File: config.mk
export PLATFORM = sky130hd
export DESIGN_NAME = ahb_demo_control_panel
export DESIGN_NICKNAME = d
export VERILOG_FILES = /design/src/rtl/ahb_demo_control_panel.sv
export SDC_FILE = /design/constraint.sdc
export NUM_CORES = 1
export LEC_CHECK = 0
export CAP_MARGIN = 5
export CORE_UTILIZATION = 54
export DETAILED_ROUTE_END_ITERATION = 10
export HOLD_SLACK_MARGIN = 0.05
export PLACE_DENSITY = 0.79
export SLEW_MARGIN = 20
export SYNTH_ARGS = -nofsm -noshare
export SYNTH_HDL_FRONTEND = slang
export SYNTH_SLANG_ARGS = --single-unit
File: constraint.sdc
create_clock -name clk_clk -period 2.3 [get_ports clk_clk]
set_input_delay 0.575 -clock clk_clk [delete_from_list [all_inputs] [get_ports clk_clk]]
set_output_delay 0.575 -clock clk_clk [all_outputs]
set_load 0.01 [all_outputs]
File: src/rtl/ahb_demo_control_panel.sv
// ahb_demo_control_panel: front-panel input stage for the AHB demo system.
// Synchronises and debounces switches/buttons and drives the address conduit.
//
// Ports:
//   clk_clk        in   system clock, rising edge
//   reset_reset_n  in   asynchronous active-low reset
//   sw[15:0]       in   raw slide switches (address value for load)
//   key_n[2:0]     in   raw pushbuttons, active-low: 0=load 1=step 2=select
//   rdwr_address   out  registered address
//   add_data_sel   out  registered address/data display select
//   addr_update    out  one-cycle pulse when rdwr_address is written
//   repeat_active  out  high while the step key is auto-repeating
module ahb_demo_control_panel #(
    parameter int DEBOUNCE_CYCLES = 500000,
    parameter int REPEAT_DELAY    = 25000000,
    parameter int REPEAT_PERIOD   = 5000000,
    parameter int ADDR_STEP       = 4
) (
    input  logic        clk_clk,
    input  logic        reset_reset_n,
    input  logic [15:0] sw,
    input  logic [2:0]  key_n,
    output logic [15:0] rdwr_address,
    output logic        add_data_sel,
    output logic        addr_update,
    output logic        repeat_active
);

    localparam int DW   = (DEBOUNCE_CYCLES > 1) ? $clog2(DEBOUNCE_CYCLES) : 1;
    localparam int HMAX = (REPEAT_DELAY > REPEAT_PERIOD) ? REPEAT_DELAY
                                                        : REPEAT_PERIOD;
    localparam int HW   = (HMAX > 1) ? $clog2(HMAX) : 1;

    localparam logic [DW-1:0] DB_LAST  = DW'(DEBOUNCE_CYCLES - 1);
    localparam logic [HW-1:0] DLY_LAST = HW'(REPEAT_DELAY - 1);
    localparam logic [HW-1:0] PER_LAST = HW'(REPEAT_PERIOD - 1);
    localparam logic [15:0]   STEP     = 16'(ADDR_STEP);

    typedef enum logic [1:0] {
        IDLE   = 2'd0,
        HOLD   = 2'd1,
        REPEAT = 2'd2
    } state_t;

    logic [15:0]         sw_s1_q, sw_s2_q;
    logic [2:0]          key_s1_q, key_s2_q;
    logic [2:0][DW-1:0]  db_cnt_q;
    logic [2:0]          deb_q, deb_prev_q, press_q, arm_q;
    logic [1:0]          vld_q;

    state_t              state_q;
    logic [HW-1:0]       hold_q;
    logic [15:0]         addr_q, addr_d;
    logic                sel_q, upd_q, rpt_q;
    logic                load, step;

    // Input synchronisers and per-key debounce.
    // A key is armed only once it has been seen released after reset, so a
    // button held through reset cannot produce a press until re-pressed.
    always_ff @(posedge clk_clk or negedge reset_reset_n) begin
        if (!reset_reset_n) begin
            sw_s1_q    <= '0;
            sw_s2_q    <= '0;
            key_s1_q   <= '1;
            key_s2_q   <= '1;
            db_cnt_q   <= '0;
            deb_q      <= '1;
            deb_prev_q <= '1;
            press_q    <= '0;
            arm_q      <= '0;
            vld_q      <= '0;
        end else begin
            sw_s1_q  <= sw;
            sw_s2_q  <= sw_s1_q;
            key_s1_q <= key_n;
            key_s2_q <= key_s1_q;
            for (int k = 0; k < 3; k++) begin
                if (key_s2_q[k] == deb_q[k]) begin
                    db_cnt_q[k] <= '0;
                end else if (db_cnt_q[k] == DB_LAST) begin
                    deb_q[k]    <= key_s2_q[k];
                    db_cnt_q[k] <= '0;
                end else begin
                    db_cnt_q[k] <= db_cnt_q[k] + 1'b1;
                end
            end
            deb_prev_q <= deb_q;
            press_q    <= deb_prev_q & ~deb_q & arm_q;
            // vld_q[1] marks that key_s2_q holds real input, not reset fill
            vld_q      <= {vld_q[0], 1'b1};
            arm_q      <= arm_q | ({3{vld_q[1]}} & key_s2_q);
        end
    end

    // Release has priority over a pending repeat step.
    always_comb begin
        load = press_q[0];
        step = 1'b0;
        unique case (state_q)
            IDLE:    step = press_q[1];
            REPEAT:  step = !deb_q[1] && (hold_q == PER_LAST);
            default: step = 1'b0;
        endcase
        addr_d = addr_q;
        if (load) begin
            addr_d = sw_s2_q;
        end else if (step) begin
            addr_d = addr_q + STEP;
        end
    end

    always_ff @(posedge clk_clk or negedge reset_reset_n) begin
        if (!reset_reset_n) begin
            state_q <= IDLE;
            hold_q  <= '0;
            addr_q  <= '0;
            sel_q   <= 1'b0;
            upd_q   <= 1'b0;
            rpt_q   <= 1'b0;
        end else begin
            addr_q <= addr_d;
            upd_q  <= load | step;
            if (press_q[2]) begin
                sel_q <= ~sel_q;
            end
            unique case (state_q)
                IDLE: begin
                    if (press_q[1]) begin
                        state_q <= HOLD;
                        hold_q  <= '0;
                    end
                end
                HOLD: begin
                    if (deb_q[1]) begin
                        state_q <= IDLE;
                    end else if (hold_q == DLY_LAST) begin
                        state_q <= REPEAT;
                        rpt_q   <= 1'b1;
                        hold_q  <= '0;
                    end else begin
                        hold_q <= hold_q + 1'b1;
                    end
                end
                REPEAT: begin
                    if (deb_q[1]) begin
                        state_q <= IDLE;
                        rpt_q   <= 1'b0;
                    end else if (hold_q == PER_LAST) begin
                        hold_q <= '0;
                    end else begin
                        hold_q <= hold_q + 1'b1;
                    end
                end
                default: begin
                    state_q <= IDLE;
                    rpt_q   <= 1'b0;
                end
            endcase
        end
    end

    assign rdwr_address  = addr_q;
    assign add_data_sel  = sel_q;
    assign addr_update   = upd_q;
    assign repeat_active = rpt_q;

endmodule
==> summary.txt <==
Status
  • Status: finished, final reports clean

Timing
  • Final setup vio count: 0
  • Unrepaired setup endpoints after global routing: true
  • Fmax: about 450 MHz
  • Layout Skew: between 0.006 and 0.007 ns
  • Slew Limit Fails: 0
  • Final hold violations: 0
  • Min cycle time layout: 2.23 ns
  • Worst-margin pin slew: 0.648 ns
  • Fin crit share: 0.970
  • Final setup margin: 0.0697 ns
  • Worst slew margin: 0.565

Route
  • Initial DRC count: 330
  • DRT antenna net count: 0
  • DRT Wirelength: about 14,000 um
  • Via count: 5,272
  • Drt drc: 0
  • Vias per inst: between 5 and 6
  • DR WL/cell: between 15 and 20 um
  • Pre-Repair DR Iteration Count: 5

Die
  • Row count: 41
  • DIE WIDTH: 116 um
  • Die H: 116 um
  • I/O pin count: 40
  • Starting Density: 0.555
  • Core Box Area: 0.0126 sq mm
  • DIE AREA: ~0.013 sq mm

Synthesis
  • Synthesized cell area: between 0.007 and 0.008 sq mm
  • Sequential fraction of the synthesis area: 0.556
  • Synth cell types: ~60
  • Post-Syn Nets: 701
  • Post-synth EDFFs: 0
  • Synth warn: 0
  • Synth Register Bits: ~160
  • Cell count after synthesis: around 670
  • Async S/R FF share, synth: 1.00
  • Most used flip-flop cell after synthesis: dfrtp_1
  • Synth Area per Inst: ~10 sq um

GRT
  • Initial antenna violation count: 0
  • Global-route wire length before repair: ~24,000 um
  • Overflow after GRT: 0
  • Pin count of the biggest net entering global routing: 57
  • Vias in the first global route: ~5,100
  • Total GRT Usage: 0.229

Place
  • Area after DPL: 0.00774 sq mm
  • Dpl hpwl: a little under 10,000 um
  • GPL Wtd Cong: between 0.8 and 0.9
  • Placed instance count: 886
  • Dpl ws: 0.0210 ns
  • IO Port Bufs: 39

Pwr
  • Switch share: 0.200
  • NetSw: between 1000 and 1500 uW
  • PD cells: 685 mW/mm^2
  • Sequential share of power: 0.491
  • Clock share of power: 0.484
  • Pint: around 4600 uW
  • Comb power frac: 0.025
  • P_leak: 0.00357 uW
  • Worst VDD drop: around 0.00057 V

Setup path
  • Critical Path RT: between 2 and 3 ns
  • Worst reg-to-reg path cell count: 5
  • Startpoint types: flip-flop
  • Worst path cell trace: or3b_1 > or4_4 > o211a_1 > o211a_1 > a211o_1
  • Crit path DAT: approximately 2.5 ns
  • Max FO, Critical Path: 5
  • Crit-path most repeated cell: o211a_1
  • Critical Path Slowest Stage Cell: or4_4
  • Worst setup EP type: flip-flop
  • CP peak stage delay: ~0.45 ns
  • WS Path Type: flip-flop to flip-flop

Finish
  • Nets: roughly 760
  • Antenna Cells: 0
  • Synth-to-Final Area Change: 19.1%
  • Finished Layout Cells: 918
  • Final core utilization: 0.661
  • Share of cells above drive strength 1: 0.110
  • Post-route cell area: between 0.008 and 0.009 sq mm

Clock tree
  • CTS Buf Count: 17
  • Number of H-tree levels: 4
  • Clock sink total: 155
  • Clk_lat worst skew: 0.42 ns
  • Clk root buf: clkbuf_16
  • CTS clk-pin slew, worst paths: roughly 0.06 ns
  • Worst-case clock buffer depth: 2
  • Post CTS Setup Buffer Count: 0
  • TritonCTS clock tree: yes

Min path
  • Hold Path Class: primary input to asynchronous set/reset pin

Run
  • Max_cap viols: 0
-- logic make-up (layout without fill, tap and decap cells) --
| group | Yosys count | in the layout | synth area share |
|---|---|---|---|
| XOR/XNOR | 72 | 72 | 0.0900 |
| other | 1 | 1 | 0.000535 |
| adder cells (fa/ha/maj) | 8 | 8 | 0.0143 |
| flip-flops | 155 | 155 | 0.556 |
| buffers and inverters | 43 | 117 | 0.0245 |
| AND/OR/NAND/NOR | 320 | 320 | 0.238 |
| AO/OA/AOI/OAI | 66 | 66 | 0.0661 |
| multiplexers | 7 | 7 | 0.0109 |
-- synthesized netlist by cell type (all sizes together), types with 6 or more instances --
library cell / number / area [sq um]
xnor2: 43 / 377
nor2: 99 / 372
a21oi: 7 / 35.0
nand2: 38 / 143
and3: 8 / 50.1
clkbuf: 16 / 61.3
nor3: 28 / 151
and4: 11 / 96.3
dfstp: 12 / 315
xor2: 29 / 254
a22oi: 6 / 45.0
nand4: 25 / 156
nor4: 17 / 106
o21ai: 16 / 83.8
nor2b: 12 / 75.1
inv: 23 / 86.3
nand3: 41 / 205
dfrtp: 143 / 3580
a21o: 7 / 52.6
ha: 8 / 100
-- worst max-delay path, delay by kind of cell (launching register included) --
| family | cells | cell delay [ns] |
|---|---|---|
| compound gates | 3 | 0.79 |
| flops | 1 | 0.42 |
| simple gates | 2 | 0.89 |
-- final cells by class --
class / instances / area, sq um
fillers: 959 / 4270
flip-flops and latches: 155 / 3890
multi-input cells: 474 / 2960
repair buffers: 62 / 602
clock buffers: 25 / 465
well taps: 172 / 215
clock inverters: 7 / 119
inverters: 23 / 86.3
-- power groups by stage --
stage	sequential, uW	combinational, uW	clock (uW)
floorplan	2850	38.8	0
global placement	2850	141	0
detailed placement	2860	146	0
CTS	2810	149	2820
global route	2810	167	2930
finish	2810	143	2770
-- metrics by stage --
stage	power [uW]	setup TNS [ns]	hold slack (ns)
after global routing	5910	-0.00640	0.159
after floorplan	2890	0	0.279
after CTS	5780	0	0.123
after detailed placement	3000	0	0.335
after global placement	2990	0	0.331
final	5720	0	0.120
-- layout by cell type, fill, tap and decap left out, types with 4 or more instances in the layout --
cell type | synthesis | final
a22oi_1 | 6 | 6
nand3_1 | 41 | 41
and2_1 | 5 | 5
xnor2_1 | 43 | 43
a21o_1 | 7 | 7
nor3b_1 | 4 | 4
nand2_1 | 38 | 38
a21oi_1 | 7 | 7
nor4_1 | 17 | 16
buf_4 | 0 | 20
clkbuf_16 | 0 | 17
or2_2 | 5 | 5
or3_1 | 5 | 5
mux2_2 | 5 | 5
nand4_1 | 25 | 25
nor3_1 | 27 | 26
nor2_1 | 99 | 99
inv_1 | 23 | 23
and3_1 | 8 | 8
ha_1 | 8 | 5
clkdlybuf4s50_1 | 0 | 38
dfrtp_1 | 143 | 143
and4_1 | 11 | 11
nor2b_1 | 12 | 12
a211oi_1 | 5 | 5
xor2_1 | 29 | 29
clkbuf_1 | 15 | 7
dfstp_2 | 12 | 12
o21ai_0 | 15 | 14
-- final timing paths --
kind / start / end / slack [ns]
max in group asynchronous: reset_reset_n / key_s1_q[1]$_DFF_PN1_ / 1.45
worst min-delay path: reset_reset_n / hold_q[24]$_DFFE_PN0P_ / 0.12
worst max-delay path: hold_q[10]$_DFFE_PN0P_ / hold_q[3]$_DFFE_PN0P_ / 0.07
worst max register to register: hold_q[10]$_DFFE_PN0P_ / hold_q[3]$_DFFE_PN0P_ / 0.07
min in group clk_clk: sw_s1_q[12]$_DFF_PN0_ / sw_s2_q[12]$_DFF_PN0_ / 0.35
worst min register to register: sw_s1_q[12]$_DFF_PN0_ / sw_s2_q[12]$_DFF_PN0_ / 0.35
-- flip-flops by register name (all words and copies together), names as in the netlist, 16 cells and up --
signal        cells
rdwr_address     16
sw_s1_q          16
db_cnt_q         57
sw_s2_q          16
hold_q           25
-- routing by layer --
metal  vias to the layer above  global-route usage  share of wire
met4                         0              0.0880          0.012
met3                        13              0.0554          0.045
met5                         -                   0              0
li1                       2484                   -              -
met1                      2645               0.302           0.45
met2                       130               0.366           0.50
-- what timing repair did --
action | in CTS | in global routing
endpoints found under the hold margin | 0 | 0
gates resized for setup | 1 | 6
setup endpoints to repair | 1 | 31
hold buffers | 0 | 0
No activity file was read; power rests on OpenSTA's default activity.
